==> src/rtl/monitor_capture_buffer.sv <==
// Multi-channel monitor capture buffer: each channel arms on an enable rising edge,
// averages 2^AVG_LOG2 tagged ADC results and holds the floor average with a valid flag.
module monitor_capture_buffer #(
  parameter int WIDTH    = 16,
  parameter int NCH      = 4,
  parameter int CHW      = 2,
  parameter int AVG_LOG2 = 2
) (
  input  logic             SAMPLE_CLK,
  input  logic             NRST_sync,
  input  logic [NCH-1:0]   ENMON_sync,
  input  logic             DONE,
  input  logic [CHW-1:0]   RESULT_CH,
  input  logic [WIDTH-1:0] RESULT,
  input  logic [CHW-1:0]   RD_CH,
  output logic [WIDTH-1:0] RD_VAL,
  output logic [NCH-1:0]   VALID,
  output logic [NCH-1:0]   BUSY,
  output logic [2*NCH-1:0] state_dbg_o
);

  localparam int AW   = WIDTH + AVG_LOG2;
  localparam int CNTW = (AVG_LOG2 > 0) ? AVG_LOG2 : 1;
  localparam logic [CNTW-1:0] CNT_LAST = CNTW'((1 << AVG_LOG2) - 1);

  typedef enum logic [1:0] {
    ST_IDLE  = 2'd0,
    ST_ARMED = 2'd1,
    ST_HELD  = 2'd2
  } state_e;

  logic [WIDTH-1:0] held_arr [NCH];

  // DONE/RESULT_CH/RESULT form a one-cycle strobe with no backpressure: a result is
  // consumed in the DONE cycle by the tagged channel if it is armed, otherwise dropped.
  for (genvar c = 0; c < NCH; c++) begin : g_ch
    state_e           state_q;
    logic             en_q;
    logic             arm_ok_q;
    logic             valid_q;
    logic             busy_q;
    logic [AW-1:0]    acc_q;
    logic [CNTW-1:0]  cnt_q;
    logic [WIDTH-1:0] held_q;

    logic             rise;
    logic             hit;
    logic             last;
    logic [AW-1:0]    sum;

    // arm_ok_q blocks arming after reset until the enable has been seen low once,
    // so an enable held high through reset does not look like a fresh edge.
    assign rise = ENMON_sync[c] & ~en_q & arm_ok_q;
    assign hit  = (state_q == ST_ARMED) & DONE & (RESULT_CH == CHW'(c)) & ENMON_sync[c];
    assign last = (cnt_q == CNT_LAST);
    assign sum  = acc_q + AW'(RESULT);

    always_ff @(posedge SAMPLE_CLK or negedge NRST_sync) begin
      if (!NRST_sync) begin
        state_q  <= ST_IDLE;
        en_q     <= 1'b0;
        arm_ok_q <= 1'b0;
        valid_q  <= 1'b0;
        busy_q   <= 1'b0;
        acc_q    <= '0;
        cnt_q    <= '0;
        held_q   <= '0;
      end else begin
        en_q     <= ENMON_sync[c];
        arm_ok_q <= arm_ok_q | ~ENMON_sync[c];
        if (!ENMON_sync[c]) begin
          state_q <= ST_IDLE;
          busy_q  <= 1'b0;
          acc_q   <= '0;
          cnt_q   <= '0;
        end else if (rise) begin
          state_q <= ST_ARMED;
          busy_q  <= 1'b1;
          valid_q <= 1'b0;
          acc_q   <= '0;
          cnt_q   <= '0;
        end else if (hit) begin
          if (last) begin
            held_q  <= WIDTH'(sum >> AVG_LOG2);
            valid_q <= 1'b1;
            state_q <= ST_HELD;
            busy_q  <= 1'b0;
            acc_q   <= '0;
            cnt_q   <= '0;
          end else begin
            acc_q <= sum;
            cnt_q <= cnt_q + CNTW'(1);
          end
        end
      end
    end

    assign VALID[c]             = valid_q;
    assign BUSY[c]              = busy_q;
    assign held_arr[c]          = held_q;
    assign state_dbg_o[2*c +: 2] = state_q;
  end

  always_comb begin
    RD_VAL = '0;
    if (int'(RD_CH) < NCH) begin
      RD_VAL = held_arr[RD_CH];
    end
  end

endmodule

==> config.mk <==
export PLATFORM = sky130hd
export DESIGN_NAME = monitor_capture_buffer
export DESIGN_NICKNAME = d
export VERILOG_FILES = /design/src/rtl/monitor_capture_buffer.sv
export SDC_FILE = /design/constraint.sdc
export NUM_CORES = 1
export LEC_CHECK = 0
export ABC_AREA = 1
export CAP_MARGIN = 20
export CELL_PAD_IN_SITES_DETAIL_PLACEMENT = 0
export CELL_PAD_IN_SITES_GLOBAL_PLACEMENT = 2
export CORE_MARGIN = 5
export CORE_UTILIZATION = 36
export CTS_BUF_LIST = sky130_fd_sc_hd__clkbuf_4
export DETAILED_ROUTE_END_ITERATION = 8
export PLACE_DENSITY_LB_ADDON = 0.1
export SYNTH_ARGS = -nofsm -noshare
export SYNTH_HDL_FRONTEND = slang
export SYNTH_SLANG_ARGS = --single-unit
==> constraint.sdc <==
create_clock -name SAMPLE_CLK -period 2.3 [get_ports SAMPLE_CLK]
set_input_delay 0.23 -clock SAMPLE_CLK [delete_from_list [all_inputs] [get_ports SAMPLE_CLK]]
set_output_delay 0.23 -clock SAMPLE_CLK [all_outputs]
set_load 0.02 [all_outputs]
==> metrics.txt <==
status complete, no violations; GPL Wtd Cong around 0.85; GRT Total Usage 0.2130; RSZ-0062 raised after global routing false; final worst slack between 50 and 60 ps; Initial Util 0.3657; Synth area leaders dfrtp_1 39%, nand2_1 19%, ha_1 8.1%; Die Height about 180 um; layout net count between 1500 and 2000; crit path max-delay cell type clkdlybuf4s50_1; top cells by count, synth 523 x nand2_1, 164 x dfrtp_1, 119 x inv_1; maximum VDD drop about 0.00021 V; Cell Count, Final, Fillers Out ~2000; Mapped Area 10530 um2; standard-cell row count between 60 and 70; DRC Markers 0; clk sinks around 160; Net Count, Synth between 1500 and 2000; #FFs+latches synth about 160; Hold Crit Class input pin to async pin; register area share after synthesis 0.3899; Final period util 0.9760; Final Cell Area 12840 um2; Initial DRT Pass Iterations 5; Clock power frac 0.305; DR WL/cell 16.70 um; Post-synth EDFFs 0; worst-path cell chain clkdlybuf4s50_1, buf_4, buf_12, o21ai_0, o22ai_1, dlygate4sd2_1; DRT antenna net count 0; Hold Fails Final Rpt 0; CTS max path bufs 2; most numerous cell in the Yosys netlist nand2_1; chip width 181.0 um; share of cells above drive strength 1 0.1298; Clock Latency Late Sink about 580 ps; number of warnings issued by yosys 0; slowest cell delay on critical path roughly 590 ps; vias in the first global route roughly 10000; cell count after placement 2000; FF-to-FF setup slack ~340 ps; ys async rst share 1.000; Sw Share 0.3074; R2R depth 9; endpoints failing setup 0; Netlist cell types 40; initial antenna violation count 1; Mean Syn Cell Area between 7 and 8 um2; worst slew pin tran around 670 ps; dpl ws -236.2 ps; Max Clk Rate 445.5 MHz; Crit Path Max Fanout 14; grt ovf 0; setup tns final 0 ps; data arrival time of the worst path approximately 2000 ps; io pins between 50 and 60; Setup Crit Path Kind input pin to output pin; Main synth FF type dfrtp_1; Synth Instances between 1000 and 1500; Vias 9872; type of origin of the critical path input pin; starting DRC count in detailed routing 511; Placement Cell Area between 10000 and 15000 um2; Power, Total roughly 5.6 mW; maxcap violations 0; slew margin rel. 0.5541; Net Sw Power 1.717 mW; area fraction of the dominant cell type after synthesis 0.3899; root buffer cell clkbuf_4; final WL around 34 mm; max-slew violations 0; DP Wirelength 26.75 mm; number of buffers created by CTS 17; port buffer count slightly below 60; global-route wire length before repair ~55 mm; CP top delay family buffers and inverters; Static Leak around 7.0 nW; combinational power share 0.169; CP Capture Type output pin; Core Area between 20000 and 30000 um2; Crit path depth 6; pwr dens between 400 and 500 nW/um2; largest net degree at the start of global routing a little under 60; post-synth top area cell dfrtp_1; Area Growth Syn to Fin 22.04%; clk_skew 25.70 ps; Die ar. 32760 um2; Internal Power around 3.9 mW; H-tree levels 4; WP data required 2070 ps; CTS tree built; clk slew on worst S/H paths approximately 150 ps; crit path time final 2245 ps; via/cell ratio around 4.9; sequential power share 0.526; Worst Path Buf+Inv 4
==> placed cells by master (no fill, tap or decap), drive strengths merged <==
cell type / instances
and2: 9
dfrtp: 164
clkbuf: 20
nand3: 117
xor2: 7
o21a: 1
a32o: 1
dlygate4sd3: 1
a22o: 8
nand2: 527
dlygate4sd2: 16
a31o: 1
diode: 1
a21oi: 65
buf: 154
o22ai: 14
xnor2: 15
clkinvlp: 3
clkinv: 8
a21o: 2
o21ai: 104
bufinv: 1
or2: 3
nor3b: 1
nand3b: 34
nand4: 7
nor2: 109
inv: 131
nor3: 11
ha: 68
fa: 4
clkdlybuf4s50: 41
a21boi: 1
nor4: 1
==> area by class of cell <==
cell class	instances	area, um2
Timing Repair Buffer	212	1821
Multi-Input combinational cell	1110	5687
Tap cell	384	480.5
Clock inverter	12	108.9
Antenna cell	1	2.502
Sequential cell	164	4104
Inverter	131	491.7
Fill cell	3000	15940
Clock buffer	20	150.1
==> layer usage <==
| metal | vias up | part of all wire | GRT usage |
|---|---|---|---|
| met1 | 4645 | 0.46 | 0.2757 |
| li1 | 5070 | - | - |
| met4 | 0 | 0.021 | 0.05944 |
| met5 | - | 0 | 0 |
| met3 | 37 | 0.022 | 0.02554 |
| met2 | 120 | 0.50 | 0.3765 |
==> flip-flops by register name (all words and copies together), names as in the netlist <==
signal	count
g_ch.cnt_q	8
g_ch.arm_ok_q	4
g_ch.valid_q	4
g_ch.busy_q	2
g_ch.en_q	4
g_ch.acc_q	72
g_ch.held_q	64
g_ch.state_q	6
==> power groups by stage <==
stage	logic [mW]	registers, mW	clock network (mW)
after floorplan	0.453	2.98	0
after global placement	0.967	2.99	0
after detailed placement	0.968	2.99	0
after CTS	0.957	2.94	1.79
after global routing	1.04	2.94	1.91
final	0.942	2.94	1.70
==> path summary, 6_finish.rpt <==
check,from,end
setup / recovery,RD_CH[0],RD_VAL[12]
hold / removal,NRST_sync,g_ch[2].cnt_q[0]
setup reg to reg,g_ch[2].acc_q[0],g_ch[2].held_q[6]
hold reg to reg,g_ch[3].arm_ok_q,g_ch[3].arm_ok_q
max in group asynchronous,NRST_sync,g_ch[1].acc_q[7]
min in group SAMPLE_CLK,ENMON_sync[2],g_ch[2].en_q
==> timing repair <==
item | CTS | global route
setup endpoints to repair | 16 | 1
setup buffers | 0 | 0
gates resized for setup | 16 | 1
hold buffers | 1 | 0
hold endpoints to repair | 54 | 0
pin swaps | 0 | 0
==> cell families (layout without fill, tap and decap cells) <==
group                    count (synthesis)  after routing  synth area share
flip-flops                             164            164            0.3899
adder cells (fa/ha/maj)                 72             72           0.08845
AND/OR/NAND/NOR                        819            819            0.3336
XOR/XNOR                                22             22           0.01831
AO/OA/AOI/OAI                          197            197           0.09998
buffers and inverters                  172            375           0.06978
other                                    0              1                 0
==> stage by stage <==
step	hold slack (ps)	util
4_1_cts	174.0	0.4462
3_3_place_gp	266.8	0.4376
3_5_place_dp	274.8	0.4376
6_report	189.1	0.4463
2_1_floorplan	-65.59	-
5_1_grt	171.7	0.4463
Power figures use the tool's default switching activity.
